## src/rtl/fwd_hazard_unit_if.sv

```systemverilog
// IF/ID decode fields in, EX forwarding selects and load-use stall out.
// The ID side drives instruction fields; the hazard unit returns stall and selects.
interface fwd_hazard_unit_if #(
   parameter int CNT_W = 16
);
   logic             id_valid;
   logic [5:0]       id_op;
   logic [4:0]       id_rs;
   logic [4:0]       id_rt;
   logic [4:0]       id_rd;
   logic             flush;
   logic             stall;
   logic [1:0]       fa;
   logic [1:0]       fb;
   logic [CNT_W-1:0] stall_count;

   modport master (
      output id_valid, id_op, id_rs, id_rt, id_rd, flush,
      input  stall, fa, fb, stall_count
   );

   modport slave (
      input  id_valid, id_op, id_rs, id_rt, id_rd, flush,
      output stall, fa, fb, stall_count
   );
endinterface

```

## src/rtl/fwd_hazard_unit.sv

```systemverilog
// Forwarding selects and load-use stall for the EX-stage ALU operand muxes.
// fa/fb registered, valid one clock after ID; stall is combinational and holds IF/ID one cycle.
module fwd_hazard_unit #(
   parameter logic [5:0] ALU_OP  = 6'd0,
   parameter logic [5:0] J_OP    = 6'd2,
   parameter logic [5:0] JAL_OP  = 6'd3,
   parameter logic [5:0] BEQ_OP  = 6'd4,
   parameter logic [5:0] ADDI_OP = 6'd8,
   parameter logic [5:0] LW_OP   = 6'd35,
   parameter logic [5:0] SW_OP   = 6'd43,
   parameter int         CNT_W   = 16
) (
   input  logic              clock,
   input  logic              reset_n,
   fwd_hazard_unit_if.slave  bus
);

   typedef struct packed {
      logic       valid;
      logic [4:0] dest;
      logic       wr;
      logic       is_load;
   } ex_slot_t;

   // Past EX the load flag no longer matters, so the MEM slot drops it.
   // The WB slot is not kept: nothing downstream of MEM feeds a select or a stall.
   typedef struct packed {
      logic       valid;
      logic [4:0] dest;
      logic       wr;
   } mem_slot_t;

   ex_slot_t         ex_slot;
   mem_slot_t        mem_slot;
   ex_slot_t         dec_slot;
   logic [1:0]       fa_q;
   logic [1:0]       fb_q;
   logic [CNT_W-1:0] cnt_q;

   logic       uses_rs;
   logic       uses_rt;
   logic       has_dest;
   logic       is_load;
   logic [4:0] dec_dest;
   logic       hazard;
   logic       stall_int;
   logic       ex_load;
   logic [1:0] fa_nxt;
   logic [1:0] fb_nxt;

   always_comb begin
      uses_rs  = 1'b0;
      uses_rt  = 1'b0;
      has_dest = 1'b0;
      is_load  = 1'b0;
      dec_dest = 5'd0;
      if (bus.id_valid) begin
         case (bus.id_op)
            ALU_OP: begin
               dec_dest = bus.id_rd;
               has_dest = 1'b1;
               uses_rs  = 1'b1;
               uses_rt  = 1'b1;
            end
            J_OP: ;
            JAL_OP: begin
               dec_dest = 5'd31;
               has_dest = 1'b1;
            end
            BEQ_OP, SW_OP: begin
               uses_rs = 1'b1;
               uses_rt = 1'b1;
            end
            ADDI_OP: begin
               dec_dest = bus.id_rt;
               has_dest = 1'b1;
               uses_rs  = 1'b1;
            end
            LW_OP: begin
               dec_dest = bus.id_rt;
               has_dest = 1'b1;
               uses_rs  = 1'b1;
               is_load  = 1'b1;
            end
            default: ;
         endcase
      end
   end

   always_comb begin
      dec_slot.valid   = 1'b1;
      dec_slot.dest    = dec_dest;
      dec_slot.wr      = has_dest && (dec_dest != 5'd0);
      dec_slot.is_load = is_load;
   end

   // A zero dest clears wr, so r0 can never match here or in the selects below.
   assign hazard = bus.id_valid && ex_slot.valid && ex_slot.is_load && ex_slot.wr &&
                   ((uses_rs && (ex_slot.dest == bus.id_rs)) ||
                    (uses_rt && (ex_slot.dest == bus.id_rt)));
   assign stall_int = hazard && !bus.flush;
   assign ex_load   = bus.id_valid && !stall_int && !bus.flush;

   always_comb begin
      fa_nxt = 2'b00;
      fb_nxt = 2'b00;
      if (uses_rs && ex_slot.valid && ex_slot.wr && (ex_slot.dest == bus.id_rs))
         fa_nxt = 2'b10;
      else if (uses_rs && mem_slot.valid && mem_slot.wr && (mem_slot.dest == bus.id_rs))
         fa_nxt = 2'b01;
      if (uses_rt && ex_slot.valid && ex_slot.wr && (ex_slot.dest == bus.id_rt))
         fb_nxt = 2'b10;
      else if (uses_rt && mem_slot.valid && mem_slot.wr && (mem_slot.dest == bus.id_rt))
         fb_nxt = 2'b01;
   end

   always_ff @(posedge clock) begin
      if (!reset_n) begin
         ex_slot  <= '0;
         mem_slot <= '0;
         fa_q     <= 2'b00;
         fb_q     <= 2'b00;
         cnt_q    <= '0;
      end else begin
         mem_slot.valid <= ex_slot.valid;
         mem_slot.dest  <= ex_slot.dest;
         mem_slot.wr    <= ex_slot.wr;
         if (ex_load) begin
            ex_slot <= dec_slot;
            fa_q    <= fa_nxt;
            fb_q    <= fb_nxt;
         end else begin
            ex_slot <= '0;
            fa_q    <= 2'b00;
            fb_q    <= 2'b00;
         end
         if (stall_int && (cnt_q != {CNT_W{1'b1}}))
            cnt_q <= cnt_q + 1'b1;
      end
   end

   assign bus.stall       = stall_int;
   assign bus.fa          = fa_q;
   assign bus.fb          = fb_q;
   assign bus.stall_count = cnt_q;

endmodule

```

## src/flat_wrapper.sv

```systemverilog
// flat-port wrapper written by rule: the top's interface ports become plain ports
module fwd_hazard_unit_flat 
#(
   parameter logic [5:0] ALU_OP  = 6'd0,
   parameter logic [5:0] J_OP    = 6'd2,
   parameter logic [5:0] JAL_OP  = 6'd3,
   parameter logic [5:0] BEQ_OP  = 6'd4,
   parameter logic [5:0] ADDI_OP = 6'd8,
   parameter logic [5:0] LW_OP   = 6'd35,
   parameter logic [5:0] SW_OP   = 6'd43,
   parameter int         CNT_W   = 16
)
  (clock, reset_n, bus_id_valid, bus_id_op, bus_id_rs, bus_id_rt, bus_id_rd, bus_flush, bus_stall, bus_fa, bus_fb, bus_stall_count);
  fwd_hazard_unit_if #(.CNT_W(CNT_W)) bus_i ();
  input  logic clock;
  input  logic reset_n;
  input wire logic [$bits(bus_i.id_valid)-1:0] bus_id_valid;
  input wire logic [$bits(bus_i.id_op)-1:0] bus_id_op;
  input wire logic [$bits(bus_i.id_rs)-1:0] bus_id_rs;
  input wire logic [$bits(bus_i.id_rt)-1:0] bus_id_rt;
  input wire logic [$bits(bus_i.id_rd)-1:0] bus_id_rd;
  input wire logic [$bits(bus_i.flush)-1:0] bus_flush;
  output wire logic [$bits(bus_i.stall)-1:0] bus_stall;
  output wire logic [$bits(bus_i.fa)-1:0] bus_fa;
  output wire logic [$bits(bus_i.fb)-1:0] bus_fb;
  output wire logic [$bits(bus_i.stall_count)-1:0] bus_stall_count;
  assign bus_i.id_valid = bus_id_valid;
  assign bus_i.id_op = bus_id_op;
  assign bus_i.id_rs = bus_id_rs;
  assign bus_i.id_rt = bus_id_rt;
  assign bus_i.id_rd = bus_id_rd;
  assign bus_i.flush = bus_flush;
  assign bus_stall = bus_i.stall;
  assign bus_fa = bus_i.fa;
  assign bus_fb = bus_i.fb;
  assign bus_stall_count = bus_i.stall_count;
  fwd_hazard_unit #(.ALU_OP(ALU_OP), .J_OP(J_OP), .JAL_OP(JAL_OP), .BEQ_OP(BEQ_OP), .ADDI_OP(ADDI_OP), .LW_OP(LW_OP), .SW_OP(SW_OP), .CNT_W(CNT_W)) u_core (.clock(clock), .reset_n(reset_n), .bus(bus_i));
endmodule
```

## config.mk

```make
export PLATFORM = sky130hd
export DESIGN_NAME = fwd_hazard_unit_flat
export DESIGN_NICKNAME = d
export VERILOG_FILES = /design/src/rtl/fwd_hazard_unit_if.sv /design/src/rtl/fwd_hazard_unit.sv /design/src/flat_wrapper.sv
export SDC_FILE = /design/constraint.sdc
export NUM_CORES = 1
export LEC_CHECK = 0
export ABC_AREA = 1
export CAP_MARGIN = 20
export CORE_UTILIZATION = 30
export CTS_CLUSTER_SIZE = 30
export DETAILED_ROUTE_END_ITERATION = 10
export PLACE_DENSITY_LB_ADDON = 0.08
export SYNTH_ARGS = -nofsm -noshare
export SYNTH_HDL_FRONTEND = slang
export SYNTH_SLANG_ARGS = --single-unit
```

## constraint.sdc

```tcl
create_clock -name clock -period 3.1 [get_ports clock]
set_input_delay 0.62 -clock clock [delete_from_list [all_inputs] [get_ports clock]]
set_output_delay 0.62 -clock clock [all_outputs]
set_load 0.005 [all_outputs]
```

==> results.ini, run 1 <==
[layout]
nNetsFinal = 377
fillers = 692
syn_to_final_growth_pct = 34.6
drive_gt1_share_pct = 14.2
antenna_cells = 0
seq_area_um2 = 701
multi_input_area_um2 = 1140

[worst_setup_path]
r2r_end = u_core.bus.stall_count[3]$_SDFFE_PN0P_
worstSetupEndpointType = primary output
r2r_slack_ns = 1.19
cp.required_ns = 2.48
critPathLaunchType = primary input
crit_type = in -> out
r2r_cells = 7
crit_fanout = 2
arrival_ns = 2.03
reg2reg_from = u_core.bus.stall_count[0]$_SDFFE_PN0P_

[synth]
syn_inst = 291
synth_area_um2 = 2040
synthTopCellsByCount = nand2_1 (56), inv_1 (40), dfxtp_1 (35)
synthTopCellsByArea = dfxtp_1 (34%), nand2_1 (10%), inv_1 (7.4%), xnor2_1 (6.9%), nand4_1 (6.1%)
yosys.area.top_type = dfxtp_1
synthArstFlopShare_pct = 0
synth_edf_count = 0
ys_seq_area_share_pct = 34.4
synth_top_area_share_pct = 34.4
syn_area_per_cell_um2 = 7.00
synth_cell_types = 32
synth_fp_nets = 317
yosys.cell_count.top_type = nand2_1
yosys_warnings = 0
synth_top_flop_cell = dfxtp_1
synth.ff_latch_count = 35

[pwr]
p_comb_share_pct = 9.7
p_leak_nw = 1.06
seq_power_share_pct = 49.8
power_per_cell_area_nw_per_um2 = 331
power.internal_uw = 699
sw_frac_of_total_pct = 22.9
p_sw_uw = 207
p_clk_share_pct = 40.4
ir_drop_uv = 171

[grt]
grt_pass1_vias = 1885
grt_usage_pct = 15.6
overflow = 0
grt_pass1_wl_um = 8870
antenna_found_initial = 0
grt_start_max_net_pins = 12

[floorplanning]
io_pins = 46
rows = 29
dieWidth_um = 84.4
fp.dieH_um = 84.4
coreArea_um2 = 6460
initial_core_util_pct = 31.5
die_area_um2 = 7120

[timing]
tightestPinTransition_ns = 0.466
max_freq_mhz = 377
finalSetupTns_ns = 0
grt_setup_unrepaired = no
period_share_pct = 85.6
finClkSkew_ns = 0.0120
finalWorstSetupSlack_ns = 0.447
slew_headroom_pct = 68.7
period_needed_ns = 2.65
hold_viol_final = 0
setup_viol = 0
slew_viol_final = 0

[detailed_routing]
vias_per_cell = 4.59
initialDrtViolationCount = 87
drc = 6
drt-pass1-iter-count = 9
vias = 1967
final_antenna_net_count = 0
routed_wl_um = 5050
detail_route.wl_per_cell_um = 11.8

[cts]
numCtsBuffers = 5
htree_levels = 2
cts_tree = done
clockBufferDepth = 2
clkTransAtPathRegs_ns = 0.06
clockRootBuffer = clkbuf_8
insertion_delay_ns = 0.29
cts.sinks = 35

[job]
cap_violations = 0

[worst_hold_path]
min_path_cells = 2
hp-class = reg -> reg
whs_endpoint = u_core.mem_slot[5]$_SDFF_PN0_
hp-start = u_core.ex_slot[6]$_SDFF_PN0_

[run_status]
violations = design-rule violations
status = finished, violations left

[place]
port_buffers = 45
dp_hpwl_um = 3980
post-place-ws_ns = 0.0697
routabilityCongestion = 0.803

==> power groups by stage <==
stage	Combinational (mW)	Sequential, mW	Clock, mW
detailed placement	0.0887	0.462	0
CTS	0.0890	0.452	0.380
finish	0.0881	0.452	0.367
floorplan	0.0399	0.462	0
global placement	0.0890	0.462	0
global route	0.0982	0.452	0.403
==> timing repair <==
action | in CTS | in global routing
hold buffers | 0 | 0
setup endpoints to repair | 0 | 1
resized for setup | 0 | 1
buffers inserted | 0 | 1
==> registers in the layout, summed over array words and instances (netlist names) <==
name	count
u_core.bus.fb	2
u_core.ex_slot	8
u_core.bus.fa	2
u_core.mem_slot	7
u_core.bus.stall_count	16
==> worst max-delay path by stage <==
stage / from / to / slack [ns] / cells past startpoint
finish: bus_id_op[5] / bus_stall / 0.45 / 8
global route: bus_id_op[3] / bus_stall / 0.33 / 8
CTS: bus_id_op[5] / bus_stall / 0.07 / 8
detailed placement: bus_id_op[5] / bus_stall / 0.07 / 8
global placement: bus_id_op[5] / bus_stall / 0.08 / 8
floorplan: bus_id_op[5] / bus_stall / 1.08 / 5
==> worst max-delay path, cell delays in order <==
cell	delay [ns]
clkdlybuf4s50_1	0.49
inv_1	0.05
nor2_2	0.11
nand3_1	0.12
a21oi_2	0.21
nand2_2	0.10
a21boi_4	0.18
dlymetal6s2s_1	0.15
==> placed cells by master, fill, tap and decap left out <==
cell	synthesis	final
nor2_2	16	16
a21oi_4	1	1
nand3_2	2	2
dfxtp_1	35	35
nand2_2	5	5
dlymetal6s2s_1	0	1
o2111ai_1	1	1
nor2_1	25	25
clkbuf_1	1	1
o22ai_1	1	1
nor3_2	1	1
buf_4	1	11
o31ai_1	1	1
clkbuf_8	0	7
inv_1	40	40
nor3b_1	1	1
clkdlybuf4s50_1	0	44
nand3_1	15	15
a21oi_2	1	1
a21oi_1	14	14
nand4_2	1	1
o21ai_0	10	10
a21boi_4	1	1
a211oi_1	1	1
nand3b_1	1	1
nand2_1	56	56
xnor2_1	16	16
nor4_1	2	2
xor2_1	4	4
nor3_1	10	10
inv_2	4	4
clkinv_1	2	2
ha_1	1	1
nand4_1	20	20
==> per-layer routing <==
layer / part of all wire, % / vias up / GRT usage [%]
met3: 4.1 / 5 / 3.34
met2: 39 / 39 / 22.1
met5: 0 / - / 0
li1: - / 1065 / -
met1: 55 / 858 / 23.4
met4: 1.2 / 0 / 4.62
==> per-stage QoR <==
stage	instance area, um2	hold WS, ns	utilization, %	cells	power, mW
6_report	2740	0.478	42.5	429	0.907
3_3_place_gp	2630	0.471	40.8	420	0.551
5_1_grt	2740	0.507	42.5	429	0.954
3_5_place_dp	2630	0.471	40.8	420	0.551
4_1_cts	2730	0.482	42.3	428	0.921
2_1_floorplan	2040	0.445	-	291	0.502
==> kinds of logic (layout without fill, tap and decap cells) <==
logic type / count (synthesis) / after routing / share of synthesized area (%)
simple gates: 155 / 155 / 37.1
buf+inv: 49 / 110 / 9.77
flops: 35 / 35 / 34.4
compound gates: 31 / 31 / 9.52
xor+xnor: 20 / 20 / 8.60
fa+ha+maj: 1 / 1 / 0.614
==> cell type report <==
class                           count  share of cell area [%]
Timing Repair Buffer               56                    19.5
Multi-Input combinational cell    207                    41.5
Tap cell                           77                    3.51
Clock buffer                        8                    3.65
Inverter                           46                    6.30
Sequential cell                    35                    25.5
Note: power is estimated with default switching activity, not from simulation.
==> run 2: changes to the inputs <==
--- a/config.mk
+++ b/config.mk
@@ -7,7 +7,7 @@
 export LEC_CHECK = 0
 export ABC_AREA = 1
 export CAP_MARGIN = 20
-export CORE_UTILIZATION = 30
+export CORE_UTILIZATION = 45
 export CTS_CLUSTER_SIZE = 30
 export DETAILED_ROUTE_END_ITERATION = 10
 export PLACE_DENSITY_LB_ADDON = 0.08
==> constraint.sdc (replaced) <==
create_clock -name clock -period 2.76 [get_ports clock]
set_input_delay 0.552 -clock clock [delete_from_list [all_inputs] [get_ports clock]]
set_output_delay 0.552 -clock clock [all_outputs]
set_load 0.005 [all_outputs]
==> run 2 against run 1 <==
Compared with the run above: the run now ends clean; clock power is 26% higher; non-clock buffer count grew 13; combinational power grew 27%; sequential share of layout area is 0.72 points lower; utilization increased by 22 points; sequential cell count stayed put; worst setup slack worse by 0.29 ns; routed wire length is 5.3% lower; power increased by 19%; via count rose by 5.5%; sequential power rose by 12%; global-route usage up 5.5 points; critical endpoint unchanged.
==> results.ini, run 2 (synthesis gave the netlist of run 1 again) <==
[layout]
antenna_cells = 0  ; unchanged
largest_reg_flops = 16  ; unchanged
layout_commonest_cell = nand2_1  ; unchanged
final_cell_mix = nand2_1 (56), clkdlybuf4s50_1 (44), inv_1 (40)  ; unchanged
final_util_pct = 64.8  ; was 42.5%
final_cells = 417  ; was 429
nNetsFinal = 390  ; was 377
fillers = 418  ; was 692
drive_gt1_share_pct = 17.8  ; was 14.2%
syn_to_final_growth_pct = 38.6  ; was 34.6%

[floorplanning]
dieWidth_um = 69.3  ; was 84.4 um
coreArea_um2 = 4350  ; was 6460 um2
rows = 24  ; was 29
fp.dieH_um = 69.3  ; was 84.4 um
io_pins = 46  ; unchanged
die_area_um2 = 4800  ; was 7120 um2
initial_core_util_pct = 46.8  ; was 31.5%

[worst_setup_path]
crit_type = in -> out  ; unchanged
cp.required_ns = 2.21  ; was 2.48 ns
critPathLaunchType = primary input  ; unchanged
crit_fanout = 2  ; unchanged
arrival_ns = 2.06  ; was 2.03 ns
worstSetupEndpointType = primary output  ; unchanged

[place]
routabilityCongestion = 0.909  ; was 0.803
port_buffers = 45  ; unchanged
numPlacedInstances = 409  ; was 420
dp_hpwl_um = 3720  ; was 3980 um

[worst_hold_path]
hp-class = reg -> reg  ; unchanged

[grt]
grt_start_max_net_pins = 13  ; was 12
overflow = 0  ; unchanged
grt_pass1_vias = 1873  ; was 1885
grt_pass1_wl_um = 8300  ; was 8870 um
grt_usage_pct = 21.0  ; was 15.6%
antenna_found_initial = 0  ; unchanged

[detailed_routing]
final_antenna_net_count = 0  ; unchanged
initialDrtViolationCount = 138  ; was 87
routed_wl_um = 4790  ; was 5050 um
vias = 2076  ; was 1967
vias_per_cell = 4.98  ; was 4.59
drc = 0  ; was 6
detail_route.wl_per_cell_um = 11.5  ; was 11.8 um
drt-pass1-iter-count = 4  ; was 9

[pwr]
power_per_cell_area_nw_per_um2 = 384  ; was 331 nW/um2
p_leak_nw = 1.12  ; was 1.06 nW
ir_drop_uv = 202  ; was 171 uV

[timing]
finClkSkew_ns = 0.0117  ; was 0.0120 ns
period_needed_ns = 2.61
tightestPinTransition_ns = 0.470  ; was 0.466 ns
max_freq_mhz = 383
setup_viol = 0  ; unchanged
slew_viol_final = 0  ; unchanged
hold_viol_final = 0  ; unchanged
grt_setup_unrepaired = no  ; unchanged
slew_headroom_pct = 68.4  ; was 68.7%
period_share_pct = 94.5

[cts]
clkTransAtPathRegs_ns = 0.08  ; was 0.06 ns
cts.sinks = 35  ; unchanged
clockBufferDepth = 2  ; unchanged
htree_levels = 2  ; unchanged
cts_tree = done  ; unchanged
clockRootBuffer = clkbuf_8  ; unchanged
numCtsBuffers = 5  ; unchanged
insertion_delay_ns = 0.29  ; about the same

[run_status]
status = completed  ; was finished, violations left

[job]
cap_violations = 0  ; unchanged

-- run 2: changes by cell type in the layout (fill, tap and decap cells not counted), sizes merged --
| cell | change |
|---|---|
| buf | +13 |
| clkbuf | -3 |
| clkinv | +2 |
| bufinv | +1 |
| dlygate4sd2 | +1 |
| dlymetal6s2s | -1 |
-- run 2: repair_timing --
action	CTS	global route
buffers inserted	0	0
hold buffers	0	0
endpoints found under the setup margin	1	0
gates resized for setup	2	0
-- run 2: layer usage --
metal  global-route usage [%]  share of wire [%]  vias to the layer above
met2                     32.4                 44                       56
li1                         -                  -                     1095
met5                        0                  0                        -
met3                     5.67                5.4                        8
met4                     5.67                1.4                        0
met1                     28.9                 49                      917
-- run 2: path summary, 6_finish.rpt --
kind | from | to | slack, ns | cells after the start
worst min-delay path | u_core.ex_slot[6]$_SDFF_PN0_ | u_core.mem_slot[5]$_SDFF_PN0_ | 0.47 | 2
worst max register to register | u_core.bus.stall_count[0]$_SDFFE_PN0P_ | u_core.bus.stall_count[14]$_SDFFE_PN0P_ | 0.95 | 7
worst min register to register | u_core.ex_slot[6]$_SDFF_PN0_ | u_core.mem_slot[5]$_SDFF_PN0_ | 0.47 | 2
worst max-delay path | bus_id_op[5] | bus_stall | 0.15 | 8
-- run 2: area by class of cell --
cell class | instances | area [um2] | area share, %
Clock inverter | 3 | 43.8 | 1.55
Tap cell | 52 | 65.1 | 2.30
Clock buffer | 5 | 68.8 | 2.44
Multi-Input combinational cell | 207 | 1140 | 40.5
Timing Repair Buffer | 69 | 629 | 22.3
Inverter | 46 | 173 | 6.12
Sequential cell | 35 | 701 | 24.8
-- run 2: per-stage QoR --
stage               setup TNS (ns)  power [mW]  cell area, um2  setup slack [ns]  hold WS (ns)
floorplan                        0       0.564            2040             0.874         0.445
global placement           -0.0962       0.629            2710           -0.0962         0.463
detailed placement          -0.117       0.631            2710            -0.117         0.475
CTS                              0        1.09            2820             0.155         0.472
global route                     0        1.13            2820            0.0644         0.498
finish                           0        1.08            2820             0.152         0.472
-- run 2: power breakdown --
group / internal [mW] / switching [mW]
clock network: 0.269 / 0.195
registers: 0.506 / 0.00156
logic: 0.0618 / 0.0502
-- run 2: worst max-delay path, cell delays in order --
cell             delay [ns]
clkdlybuf4s50_1        0.49
inv_1                  0.05
nor2_2                 0.12
nand3_2                0.10
a21oi_2                0.21
nand2_2                0.10
a21boi_4               0.18
dlygate4sd2_1          0.25
